### src/rtl/game_pkg.sv
// Shared definitions for the Breakout session sequencer.
//   state_e     - session states
//   START_LIVES - default lives loaded at game start / after game over
//   FRAME_RATE  - video frames per second (default serve delay)
//   lives_t     - HUD lives counter type
package game_pkg;

  typedef enum logic [2:0] {
    ST_IDLE,
    ST_SERVE,
    ST_PLAY,
    ST_GAME_OVER,
    ST_CLEANUP
  } state_e;

  localparam int START_LIVES = 3;
  localparam int FRAME_RATE  = 60;
  localparam int LIVES_W     = 2;

  typedef logic [LIVES_W-1:0] lives_t;

  function automatic int unsigned max2(input int unsigned a, input int unsigned b);
    return (a > b) ? a : b;
  endfunction

endpackage

### src/rtl/game_flow_controller_frame_delay_counter.sv
// Frame-counted delay shared by the serve delay and the game-over watchdog.
// Ports:
//   clk, reset   - clock, synchronous active-high reset
//   clear_i      - hold the count at zero
//   frame_tick_i - one-cycle pulse per video frame
//   limit_i      - terminal count (number of frames minus one)
//   done_o       - high in the cycle the terminal frame_tick arrives
module frame_delay_counter #(
  parameter int CNT_W = 9
) (
  input  logic             clk,
  input  logic             reset,
  input  logic             clear_i,
  input  logic             frame_tick_i,
  input  logic [CNT_W-1:0] limit_i,
  output logic             done_o
);

  logic [CNT_W-1:0] count_q, count_d;

  always_comb begin
    done_o  = frame_tick_i && !clear_i && (count_q == limit_i);
    count_d = count_q;
    // Restart on completion so the count never exceeds limit_i.
    if (clear_i || done_o) begin
      count_d = '0;
    end else if (frame_tick_i) begin
      count_d = count_q + 1'b1;
    end
  end

  always_ff @(posedge clk) begin
    if (reset) begin
      count_q <= '0;
    end else begin
      count_q <= count_d;
    end
  end

endmodule

### src/rtl/game_flow_controller.sv
// Breakout session sequencer: start, serve, play, game-over handshake with
// the display, cleanup.
// Ports:
//   clk, reset          - 50 MHz clock, synchronous active-high reset
//   frame_tick          - one-cycle pulse per video frame
//   start_btn           - debounced button level (rising edge starts a game)
//   ball_lost           - pulse: ball passed the paddle
//   bricks_cleared      - level: board empty
//   game_over_complete  - level from the game-over display
//   play_enable         - high in PLAY
//   serve_ball          - pulse: launch ball
//   lives               - remaining lives
//   trigger_game_over   - pulse: start game-over display
//   game_over_clear     - pulse: return display to idle
//   field_reset         - pulse: reload bricks, zero score
//   in_game_over        - high in GAME_OVER
module game_flow_controller #(
  parameter int START_LIVES        = game_pkg::START_LIVES,
  parameter int SERVE_DELAY_FRAMES = game_pkg::FRAME_RATE,
  parameter int GO_TIMEOUT_FRAMES  = 400
) (
  input  logic       clk,
  input  logic       reset,
  input  logic       frame_tick,
  input  logic       start_btn,
  input  logic       ball_lost,
  input  logic       bricks_cleared,
  input  logic       game_over_complete,
  output logic       play_enable,
  output logic       serve_ball,
  output logic [1:0] lives,
  output logic       trigger_game_over,
  output logic       game_over_clear,
  output logic       field_reset,
  output logic       in_game_over
);

  import game_pkg::*;

  localparam int unsigned MAX_FRAMES = max2(SERVE_DELAY_FRAMES, GO_TIMEOUT_FRAMES);
  localparam int CNT_W = (MAX_FRAMES > 1) ? $clog2(MAX_FRAMES) : 1;
  localparam logic [CNT_W-1:0] SERVE_LAST = CNT_W'(SERVE_DELAY_FRAMES - 1);
  localparam logic [CNT_W-1:0] GO_LAST    = CNT_W'(GO_TIMEOUT_FRAMES - 1);
  localparam lives_t LIVES_INIT = lives_t'(START_LIVES);

  state_e state_q, state_d;
  lives_t lives_q, lives_d;
  logic   serve_q, serve_d;
  logic   trig_q, trig_d;
  logic   goclr_q, goclr_d;
  logic   frst_q, frst_d;
  logic   go_entry_q, go_entry_d;
  logic   start_prev_q;
  logic   start_armed_q;
  logic   start_edge;

  logic             cnt_clear;
  logic [CNT_W-1:0] cnt_limit;
  logic             cnt_done;

  // start_armed_q stays low while the button has been high continuously
  // since reset, so a button held through reset is not taken as a press.
  always_ff @(posedge clk) begin
    if (reset) begin
      start_prev_q  <= 1'b0;
      start_armed_q <= !start_btn;
    end else begin
      start_prev_q  <= start_btn;
      start_armed_q <= start_armed_q || !start_btn;
    end
  end

  assign start_edge = start_btn && !start_prev_q && start_armed_q;

  assign cnt_clear = !((state_q == ST_SERVE) || (state_q == ST_GAME_OVER));
  assign cnt_limit = (state_q == ST_GAME_OVER) ? GO_LAST : SERVE_LAST;

  frame_delay_counter #(
    .CNT_W (CNT_W)
  ) u_delay (
    .clk          (clk),
    .reset        (reset),
    .clear_i      (cnt_clear),
    .frame_tick_i (frame_tick),
    .limit_i      (cnt_limit),
    .done_o       (cnt_done)
  );

  always_comb begin
    state_d    = state_q;
    lives_d    = lives_q;
    serve_d    = 1'b0;
    trig_d     = 1'b0;
    goclr_d    = 1'b0;
    frst_d     = 1'b0;
    go_entry_d = 1'b0;
    case (state_q)
      ST_IDLE: begin
        if (start_edge) begin
          state_d = ST_SERVE;
          frst_d  = 1'b1;
        end
      end
      ST_SERVE: begin
        if (cnt_done) begin
          state_d = ST_PLAY;
          serve_d = 1'b1;
        end
      end
      ST_PLAY: begin
        if (bricks_cleared) begin
          state_d = ST_SERVE;
          frst_d  = 1'b1;
        end else if (ball_lost) begin
          if (lives_q > lives_t'(1)) begin
            lives_d = lives_q - lives_t'(1);
            state_d = ST_SERVE;
          end else begin
            lives_d    = '0;
            state_d    = ST_GAME_OVER;
            trig_d     = 1'b1;
            go_entry_d = 1'b1;
          end
        end
      end
      ST_GAME_OVER: begin
        // Completion seen on the entry cycle is stale from a previous game.
        if ((game_over_complete && !go_entry_q) || cnt_done) begin
          state_d = ST_CLEANUP;
          goclr_d = 1'b1;
          frst_d  = 1'b1;
          lives_d = LIVES_INIT;
        end
      end
      ST_CLEANUP: begin
        state_d = ST_IDLE;
      end
      default: begin
        state_d = ST_IDLE;
      end
    endcase
  end

  always_ff @(posedge clk) begin
    if (reset) begin
      state_q    <= ST_IDLE;
      lives_q    <= LIVES_INIT;
      serve_q    <= 1'b0;
      trig_q     <= 1'b0;
      goclr_q    <= 1'b0;
      frst_q     <= 1'b0;
      go_entry_q <= 1'b0;
    end else begin
      state_q    <= state_d;
      lives_q    <= lives_d;
      serve_q    <= serve_d;
      trig_q     <= trig_d;
      goclr_q    <= goclr_d;
      frst_q     <= frst_d;
      go_entry_q <= go_entry_d;
    end
  end

  assign play_enable       = (state_q == ST_PLAY);
  assign in_game_over      = (state_q == ST_GAME_OVER);
  assign serve_ball        = serve_q;
  assign trigger_game_over = trig_q;
  assign game_over_clear   = goclr_q;
  assign field_reset       = frst_q;
  assign lives             = lives_q;

endmodule

### config.mk
export PLATFORM = sky130hd
export DESIGN_NAME = game_flow_controller
export DESIGN_NICKNAME = d
export VERILOG_FILES = /design/src/rtl/game_pkg.sv /design/src/rtl/game_flow_controller_frame_delay_counter.sv /design/src/rtl/game_flow_controller.sv
export SDC_FILE = /design/constraint.sdc
export NUM_CORES = 1
export LEC_CHECK = 0
export BUFFER_PORTS_ARGS = -buffer_cell sky130_fd_sc_hd__buf_2
export CORE_AREA = 4 4 50 52
export DETAILED_ROUTE_END_ITERATION = 8
export DIE_AREA = 0 0 54 56
export PLACE_DENSITY_LB_ADDON = 0.2
export SYNTH_ARGS = -nofsm -noshare
export SYNTH_HDL_FRONTEND = slang
export SYNTH_SLANG_ARGS = --single-unit
### constraint.sdc
create_clock -name clk -period 2.55 [get_ports clk]
set_clock_uncertainty 0.1 [all_clocks]
set_input_delay 0.255 -clock clk [delete_from_list [all_inputs] [get_ports clk]]
set_output_delay 0.255 -clock clk [all_outputs]
set_load 0.1 [all_outputs]
==> impl_metrics.csv <==
group,metric,value,unit
run_status,outcome,"complete, no violations",
critical_path,critical_path_peak_fanout,11,
global_route,grt_max_degree,13,
finish,fin_cells,147,
timing,timing.final.hold_violations,0,
cts,clock_path_buffers,2,
route,detailroute.via_count,778,
synth,unique_cell_type_count_in_the_yosys_netlist,39,
finish,final_net_count,128,
finish,synthToLayoutAreaGrowth,13.4,%
route,routedWlPerCell,12.5,um
flow_run,drv.max_cap_violation_count,0,
place,place_inst,143,
critical_path,timing_worst_setup_path_type,"reg -> out",
critical_path,crit_reg_reg_startpoint,"u_delay.count_q[2]$_SDFFE_PP0P_",
global_route,via_count_of_the_first_global_routing_pass,812,
critical_path,rr_worst_depth,4,
synth,postSynth.asyncResetShare,0,
synth,netlist_area,992,um^2
route,postRouteAntennaNets,0,
cts,cts_repair_resize_count,0,
cts,clock-sinks,20,
synth,sequential_fraction_of_the_synthesis_area,0.404,
critical_path,timing.rr.end,"u_delay.count_q[2]$_SDFFE_PP0P_",
power,power.static_leakage,0.405,nW
synth,synth.avg_cell_area,9.54,um^2
timing,final.setup.tns,0,ns
cts,root_buffer,"clkbuf_4",
cts,clock_tree.htree_level_count,1,
finish,layout-drive-gt1-share,0.303,
min_path,worstHoldPathType,"in -> reg",
cts,postCtsSetupBuffers,0,
place,port-buffer-count,14,
die,io-pin-count,15,
critical_path,timing.critical_path.from,"state_q[1]$_SDFFE_PP0P_",
route,1st_pass_router_iterations,2,
route,drt_drc_violations_left,0,
synth,number_of_nets_in_the_synthesized_netlist,112,
route,routed_wirelength,1840,um
synth,synth.yosys.warnings,0,
timing,fmax,464,MHz
die,start_util,0.471,
synth,post-synth-top-area-cell,"dfxtp_1",
critical_path,rrSetupSlack,0.74,ns
cts,cts_tree,"done",
route,drt-initial-drc-count,11,
timing,clock_period_minus_worst_slack,2.16,ns
die,die_y,56,um
synth,post_synth_inst_count,104,
cts,tritoncts.num_buffers,3,
synth,ys_top_cells_by_count,"20 x dfxtp_1, 10 x nor3_2, 8 x nand2_1",
finish,antenna_cells,0,
timing,rsz0062_at_grt,"no",
cts,clkLatencyLatePin,0.29,ns
place,place.detailed.hpwl,1380,um
synth,synth_top_cells_by_area,"dfxtp_1 40%, nor3_2 10%, xnor2_1 3.5%, xor2_1 3.5%, nand2_1 3.0%",
power,power.ir.vdd_worst,0.351,mV
finish,nFillCells,209,
critical_path,critPathCaptureType,"output port",
critical_path,worst_ep_arrival_time,1.80,ns
synth,synth_enable_flop_cells,0,
global_route,antenna_violations_before_repair,0,
die,area_enclosed_by_the_die_boundary,3020,um^2
die,fp-row-count,17,
die,placeableCoreArea,2110,um^2
cts,cts.clk_slew.worst_paths,0.11,ns
place,place_congestion,0.811,
critical_path,critical_path_required,2.19,ns
synth,synth_top_area_frac,0.404,
synth,postSynthRegisterBits,20,
global_route,wire_length_of_the_first_global_routing_pass,3300,um
die,die_x,54,um
timing,worst_slew_margin_relative_to_its_limit,0.661,
timing,setup_viol,0,
critical_path,worst_setup_path_endpoint,"in_game_over",
global_route,grt_remaining_overflow,0,
power,power.density_cell_area,597,nW/um^2
timing,worst-slew-pin-transition,0.509,ns
timing,report.final.slew_viol_count,0,
synth,ys_dominant_reg_cell,"dfxtp_1",
route,viasPerCell,5.29,
timing,period_share,0.846,
synth,synth_most_common_cell,"dfxtp_1",
critical_path,worst_setup_path_start_kind,"register",
cts,cts-hold-fix-buffers,0,
global_route,grt_use_total,0.141,
-- through the flow --
stage / total power (W) / util / hold WS [ns] / cell area [um^2] / setup WS, ns
finish: 0.000672 / 0.534 / 0.0546 / 1120 / 0.394
CTS: 0.000679 / 0.534 / 0.0449 / 1120 / 0.386
detailed placement: 0.000498 / 0.517 / 0.363 / 1090 / 0.741
global route: 0.000705 / 0.534 / 0.0825 / 1120 / 0.285
floorplan: 0.000473 / - / 0.231 / 997 / 0.0817
global placement: 0.000498 / 0.517 / 0.352 / 1090 / 0.742
-- report_power, final --
| group | leakage [nW] | switching (W) | total [W] | internal, W |
|---|---|---|---|---|
| combinational | 0.222 | 0.000107 | 0.000145 | 0.0000383 |
| clock | 0.0210 | 0.0000939 | 0.000181 | 0.0000869 |
| sequential | 0.162 | 0.0000193 | 0.000346 | 0.000326 |
-- worst min-delay path by stage --
stage | startpoint | to | depth (start not counted)
after floorplan | start_btn | start_armed_q$_DFF_P_ | 1
after CTS | start_btn | start_armed_q$_DFF_P_ | 2
after detailed placement | start_btn | start_armed_q$_DFF_P_ | 2
final | start_btn | start_armed_q$_DFF_P_ | 2
after global routing | start_btn | start_armed_q$_DFF_P_ | 2
after global placement | start_btn | start_armed_q$_DFF_P_ | 2
-- kinds of logic after synthesis --
family / Yosys count / synth area share
and+or+nand+nor: 50 / 0.343
adders and majority gates: 1 / 0.0126
DFF: 20 / 0.404
muxes: 2 / 0.0214
buffers and inverters: 7 / 0.0290
xor gates and xnor gates: 8 / 0.0706
AOI/OAI and AO/OA: 16 / 0.120
-- critical path: stages, from the launching register on --
cell and delay, ns:
dfxtp_1 0.53, inv_1 0.18, nor3_2 0.30, buf_2 0.50
-- area by class of cell --
type	count	area, um^2	area share
Inverter	4	15.0	0.0133
Tap cell	28	35.0	0.0311
Clock buffer	4	36.3	0.0323
Timing Repair Buffer	14	70.1	0.0623
Multi-Input combinational cell	77	568	0.505
Sequential cell	20	400	0.356
-- sequential cells by signal, summed over array words and instances (netlist names) --
signal	cells
field_reset	1
game_over_clear	1
go_entry_q	1
lives	2
serve_ball	1
start_armed_q	1
start_prev_q	1
state_q	3
u_delay.count_q	9
-- metal layers --
metal | vias to the layer above | global-route usage | part of all wire
met2 | 10 | 0.246 | 0.51
met5 | - | 0 | 0
met1 | 362 | 0.161 | 0.44
met4 | 0 | 0.0569 | 0.0087
met3 | 2 | 0.0295 | 0.035
li1 | 404 | - | -
-- cell usage in the layout (no fill, tap or decap), types with 4 or more instances in the layout --
cell and instances:
inv_1 4, a21oi_1 4, nor3_2 11, nor2_1 7
nand2_1 8, dfxtp_1 20, xor2_1 4, xnor2_1 4
buf_2 14
(Power assumes the default switching activity.)
